===== src/rtl/pkg_system_mdr.sv =====
// rtl/pkg_system_mdr.sv - shared types and constants for the MDR sequencer
package pkg_system_mdr;

   localparam int DW     = 16;
   localparam int DW2    = 2 * DW;
   localparam int N_MUL  = DW;
   localparam int N_DIV  = DW;
   localparam int N_SQRT = DW / 2;
   localparam int CNT_W  = $clog2(DW);

   typedef enum logic [1:0] {
      OP_MUL  = 2'd0,
      OP_DIV  = 2'd1,
      OP_SQRT = 2'd2,
      OP_ILL  = 2'd3
   } op_t;

   typedef enum logic [1:0] {
      S_IDLE = 2'd0,
      S_LOAD = 2'd1,
      S_ITER = 2'd2,
      S_DONE = 2'd3
   } state_t;

   // An opcode that the datapath cannot execute
   function automatic logic op_is_illegal(op_t op);
      return (op == OP_ILL);
   endfunction

endpackage


===== src/rtl/mdr_sequencer_iter_counter.sv =====
// rtl/mdr_sequencer_iter_counter.sv - iteration index counter that returns to 0 after its last step
module mdr_iter_counter #(
   parameter int CNT_W = 4
) (
   input  logic             clk,
   input  logic             rst,
   input  logic             clr,
   input  logic             en,
   input  logic [CNT_W-1:0] limit,
   output logic [CNT_W-1:0] count,
   output logic             last
);

   assign last = (count == limit);

   // Count up while enabled; the final step drops back to 0 so the index never wraps past limit
   always_ff @(posedge clk or posedge rst) begin
      if (rst) begin
         count <= '0;
      end else if (clr) begin
         count <= '0;
      end else if (en) begin
         if (last) begin
            count <= '0;
         end else begin
            count <= count + CNT_W'(1);
         end
      end
   end

endmodule


===== src/rtl/mdr_sequencer.sv =====
// rtl/mdr_sequencer.sv - control FSM for the iterative multiply/divide/square-root datapath
module mdr_sequencer
   import pkg_system_mdr::*;
#(
   parameter int DW = pkg_system_mdr::DW
) (
   input  logic                   clk,
   input  logic                   rst,
   input  logic                   i_start,
   input  logic [1:0]             i_op,
   input  logic                   i_y_zero,
   input  logic                   i_clear,
   output logic                   o_ready,
   output logic                   o_load,
   output logic                   o_step_en,
   output logic [$clog2(DW)-1:0]  o_count,
   output logic                   o_last,
   output logic [1:0]             o_op,
   output logic                   o_done,
   output logic                   o_error
);

   localparam int CW = $clog2(DW);

   state_t        state;
   op_t           op_q;
   logic          ready_q;
   logic          load_q;
   logic          step_q;
   logic          done_q;
   logic          error_q;
   logic [CW-1:0] limit;
   logic [CW-1:0] cnt;
   logic          cnt_last;

   // Final iteration index for the latched opcode
   always_comb begin
      limit = CW'(DW - 1);
      case (op_q)
         OP_MUL:  limit = CW'(DW - 1);
         OP_DIV:  limit = CW'(DW - 1);
         OP_SQRT: limit = CW'(DW / 2 - 1);
         default: limit = CW'(DW - 1);
      endcase
   end

   mdr_iter_counter #(
      .CNT_W (CW)
   ) u_iter_counter (
      .clk   (clk),
      .rst   (rst),
      .clr   (i_clear),
      .en    (step_q),
      .limit (limit),
      .count (cnt),
      .last  (cnt_last)
   );

   // Sequencer state and registered handshake/control outputs
   always_ff @(posedge clk or posedge rst) begin
      if (rst) begin
         state   <= S_IDLE;
         op_q    <= OP_MUL;
         ready_q <= 1'b1;
         load_q  <= 1'b0;
         step_q  <= 1'b0;
         done_q  <= 1'b0;
         error_q <= 1'b0;
      end else if (i_clear) begin
         state   <= S_IDLE;
         ready_q <= 1'b1;
         load_q  <= 1'b0;
         step_q  <= 1'b0;
         done_q  <= 1'b0;
         error_q <= 1'b0;
      end else begin
         case (state)
            S_IDLE: begin
               if (i_start) begin
                  state   <= S_LOAD;
                  op_q    <= op_t'(i_op);
                  error_q <= 1'b0;
                  ready_q <= 1'b0;
                  load_q  <= 1'b1;
               end
            end
            S_LOAD: begin
               load_q <= 1'b0;
               if (op_is_illegal(op_q) || (op_q == OP_DIV && i_y_zero)) begin
                  state   <= S_DONE;
                  error_q <= 1'b1;
                  done_q  <= 1'b1;
               end else begin
                  state  <= S_ITER;
                  step_q <= 1'b1;
               end
            end
            S_ITER: begin
               if (cnt_last) begin
                  state  <= S_DONE;
                  step_q <= 1'b0;
                  done_q <= 1'b1;
               end
            end
            S_DONE: begin
               state   <= S_IDLE;
               done_q  <= 1'b0;
               ready_q <= 1'b1;
            end
            default: begin
               state   <= S_IDLE;
               ready_q <= 1'b1;
               load_q  <= 1'b0;
               step_q  <= 1'b0;
               done_q  <= 1'b0;
            end
         endcase
      end
   end

   assign o_ready   = ready_q;
   assign o_load    = load_q;
   assign o_step_en = step_q;
   assign o_count   = cnt;
   assign o_last    = step_q & cnt_last;
   assign o_op      = op_q;
   assign o_done    = done_q;
   assign o_error   = error_q;

endmodule

===== config.mk =====
export PLATFORM = sky130hd
export DESIGN_NAME = mdr_sequencer
export DESIGN_NICKNAME = d
export VERILOG_FILES = /design/src/rtl/pkg_system_mdr.sv /design/src/rtl/mdr_sequencer_iter_counter.sv /design/src/rtl/mdr_sequencer.sv
export SDC_FILE = /design/constraint.sdc
export NUM_CORES = 1
export LEC_CHECK = 0
export CORE_MARGIN = 8
export CORE_UTILIZATION = 48
export CTS_BUF_LIST = sky130_fd_sc_hd__clkbuf_4 sky130_fd_sc_hd__clkbuf_8
export DETAILED_ROUTE_END_ITERATION = 16
export GPL_TIMING_DRIVEN = 0
export PLACE_DENSITY_LB_ADDON = 0.1
export SYNTH_ARGS = -nofsm -noshare
export SYNTH_HDL_FRONTEND = slang
export SYNTH_HIERARCHICAL = 1
export SYNTH_SLANG_ARGS = --single-unit

===== constraint.sdc =====
create_clock -name clk -period 2.9 [get_ports clk]
set_clock_uncertainty 0.2 [all_clocks]
set_input_delay 0.87 -clock clk [delete_from_list [all_inputs] [get_ports clk]]
set_output_delay 0.87 -clock clk [all_outputs]
set_load 0.1 [all_outputs]

==> results <==
- IR analysis of the VDD net gives a maximum drop of 0.743 mV.
- Using the TritonRoute via totals, the vias-per-cell ratio works out to 5.41.
- For the pin with the worst max-slew slack, the measured transition is 0.975 ns.
- The origin of the worst min-delay path is o_ready$_DFFE_PP1P_.
- In the final routed layout, each cell accounts on average for 14.2 um.
- After the last flow step, the layout net total stands at 121.
- Of the total synthesized cell area, the portion taken by XOR and XNOR cells is 0.0414.
- The combinational power share is 0.652.
- The placed instances occupy a cell area of 0.00107 sq mm.
- In this run the remaining antenna-violating nets after routing total 0.
- The time the final worst path needs with I/O delays and setup is 2.86 ns.
- Of the total synthesized cell area, the portion taken by AND, OR, NAND and NOR gates is 0.191.
- Along the worst path, the maximum fanout reaches 2.
- The largest family of logic cells by synthesized area is compound AO/OA/AOI/OAI gates.
- The fraction of final layout cells sized beyond drive strength 1 is 0.213.
- The global-route total usage across every layer is 0.119.
- The synthesized netlist occupies a cell area of 846 sq um.
- The combined area of the multi-input logic cells is 505 sq um.
- The worst path arrival time is 1.79 ns.
- The mux contribution to synthesized area is 0.0518.
- Cell internal power was estimated by the tool at 556 uW.
- The switching power is 751 uW.
- The worst slew slack as a fraction of its limit is 0.349.
- After routing the design area is 0.00112 sq mm.
- The Yosys step of the flow raised 6 warnings.
- Entering global routing, the biggest net connects 11 pins.
- The fraction of the mapped netlist area in adder cells is 0.0740.
- The library cells used most frequently in the layout, excluding fill and tap cells, are clkdlybuf4s50_1 (8), dlygate4sd2_1 (8), inv_1 (6), dfrtp_1 (6).
- The cell at the root of the clock tree is clkbuf_4.
- The worst setup path is captured at a primary output.
- For this run, the register share of the synthesized area comes to 0.386.
- The count of mapped cells out of synthesis is 82.
- The compound-gate portion of the synthesized area is 0.214.
- After synthesis, the netlist uses 36 different library cells.
- The worst setup path is launched from a flip-flop.
- The final hold violation count was 0.
- In this run the core area contains 15 standard-cell rows.
- Dividing the synthesized area by the synthesized cell count gives 10.3 sq um.
- The tree built by TritonCTS fans out to 13 sinks.
- The maximum frequency from static timing analysis is 350 MHz.
- The first detailed-routing pass took 4 iterations.
- Of the total power, the share spent switching nets is 0.575.
- The run finished with clean final reports.
- The first global-routing pass estimated 3110 um of wire.
- The kind of cell with the highest combined delay along the critical path is buffers and inverters.
- The number of buffers inserted during clock tree synthesis is 3.
- The clock transition time at the flip-flop clock pins of the worst setup and hold paths is 0.09 ns.
- The congestion estimate from routability-driven global placement came to 0.797.
- Setup repair after global routing could not meet its margin everywhere.
- The repair_antennas step left the layout with diodes totalling 0.
- Ranked by total cell area, the synthesized netlist is headed by dfrtp_1 (36%), ha_1 (7.4%), xor2_1 (4.1%).
- The half-perimeter wire length after placement is 1340 um.
- The critical path goes through clkdlybuf4s50_1.
- The largest stage delay on the critical path is 1.14 ns.
- The via count is 676.
- The via count of the first global-routing pass is 707.
- The floorplan step defined a core boundary enclosing 0.00169 sq mm.
- Clock latency on the worst-skew pair, taken at its later pin, is 0.28 ns.
- The DRC violation count after routing is 0.
- In this run the worst setup path begins at o_done$_DFFE_PP0P_.
- The cell depth of the worst hold path is 2.
- The floorplan step set the die height to 58.0 um.
- The global-route congestion overflow total is 0.
- The number of antenna violations at the first check in global routing came to 0.
- Dividing the final minimum period by the clock period gives 0.985.
- The number of register bits inferred by synthesis is 13.
- The data required time at the worst endpoint is 1.83 ns.
- The pre-CTS setup slack is -0.882 ns.
- The number of cells on the critical path is 1.
- Summed over all instances, the cell type with the most area after synthesis is dfrtp_1.
- The final count of negative-setup-slack endpoints is 0.
- The worst register-to-register path begins at o_op[0]$_DFFE_PP0P_.
- The worst setup path is of the flip-flop to primary output kind.
- The total power is 1310 uW.
- Summed over all layers, the routed wires come to 1780 um.
- In this run the tool buffered the top-level ports with 18 buffer cells.
- Max-cap violations in this run came to 0.
- The post-placement cell count is 119.
- The share of the synthesized area in the top cell type is 0.355.
- In the final layout, flip-flops and latches occupy 339 sq um.
- From synthesis to final layout, the design area changed by 33.0%.
- The slowest stage of the critical path is the clkdlybuf4s50_1 cell.
- For the final routed database, the setup TNS stands at 0 ns.
- The share of power burned in registers is 0.251.
- The number of standard cells in the layout, taps in and fillers out is 125.
- The initial utilization of the core area, before any placement, comes to 0.501.
- The die span in x is 58.0 um.
- The worst min-delay path class is flip-flop to flip-flop.
- In this run the deepest clock path goes through 2 buffers.
- The count of pins on the block boundary is 19.
- The layout has 134 filler cells.
- For this design the ratio of total power to cell area is 1160 mW/mm^2.
- The final worst-path setup slack is 0.0431 ns.
- The share of total power dissipated in the clock network is 0.097.
- In this run the static leakage power is 0.000525 uW.
- For the worst flop-to-flop path, the logic depth is 7.
- The buffering stage count on the worst path with inverters included is 1.
- TritonCTS built the clock tree.
- The number of pins with negative max-slew slack in the final report is 0.
- CTS built an H-tree with a depth of 1.
- The die covers 0.00336 sq mm.
- The detailed router finished its first iteration with 7 violations.
==> sequential cells by signal (all words and copies together) (netlist names) <==
signal and cells:
u_iter_counter/count 4, o_op 2, state 2, o_done 1, o_error 1, o_load 1, o_ready 1, o_step_en 1
==> cell type report <==
cell class / instances / area share
Buffer: 2 / 0.00779
Clock buffer: 4 / 0.0267
Inverter: 6 / 0.0200
Multi-Input combinational cell: 63 / 0.449
Sequential cell: 13 / 0.301
Tap cell: 17 / 0.0189
Timing Repair Buffer: 20 / 0.176
==> path summary, 6_finish.rpt <==
path | endpoint | slack (ns)
max in group asynchronous | o_ready$_DFFE_PP1P_ | 1.52
worst max register to register | o_done$_DFFE_PP0P_ | 0.83
worst max-delay path | o_done | 0.04
worst min register to register | o_ready$_DFFE_PP1P_ | 0.36
min in group asynchronous | u_iter_counter/count[3]$_DFFE_PP0P_ | 0.59
worst min-delay path | o_ready$_DFFE_PP1P_ | 0.36
==> power groups by stage <==
stage	clock network [uW]	logic (uW)	registers, uW
after global placement	0	848	330
after global routing	136	908	340
after CTS	133	842	328
after detailed placement	0	859	332
after floorplan	0	325	685
final	127	852	328
==> metrics by stage <==
stage	hold WS [ns]	utilization
2_1_floorplan	0.368	-
3_3_place_gp	0.312	0.633
3_5_place_dp	0.341	0.633
4_1_cts	0.353	0.656
5_1_grt	0.377	0.666
6_report	0.358	0.666
==> timing repair <==
action,4_1_cts,5_1_grt
pin swaps,2,3
setup buffers,1,1
gates resized for setup,17,2
hold buffers,0,0
setup endpoints to repair,9,2
==> Yosys cell counts (all sizes together) <==
| cell type | instances |
|---|---|
| buf | 2 |
| nand3b | 2 |
| nand2 | 4 |
| and2 | 2 |
| a211oi | 1 |
| mux2 | 3 |
| nor4 | 1 |
| conb | 1 |
| ha | 5 |
| o211a | 1 |
| a31oi | 2 |
| o21ai | 3 |
| a2111oi | 3 |
| o21a | 1 |
| or2b | 2 |
| nand2b | 2 |
| nor2 | 5 |
| o41ai | 1 |
| and3 | 1 |
| nand3 | 4 |
| a21oi | 5 |
| o21bai | 1 |
| o22ai | 1 |
| dfrtp | 12 |
| inv | 6 |
| nor3 | 1 |
| dfstp | 1 |
| nor2b | 2 |
| mux2i | 1 |
| xor2 | 4 |
| nor3b | 1 |
| o32ai | 1 |
==> routing by layer <==
layer  track usage  wire length (um)
met1         0.150               821
met2         0.170               782
met3        0.0397               132
met4        0.0734                40
met5             0                 0
==> worst min-delay path, cell delays in order, from the launching register on <==
cell,delay [ns]
dfstp_2,0.38
nor2_1,0.11
o21bai_1,0.07
==> kinds of logic after synthesis <==
group	count (synthesis)
adders and majority gates	5
buffers and inverters	8
muxes	4
AOI/OAI and AO/OA	20
DFF	13
xor gates and xnor gates	4
and+or+nand+nor	27
other	1
No activity file was read; power rests on OpenSTA's default activity.
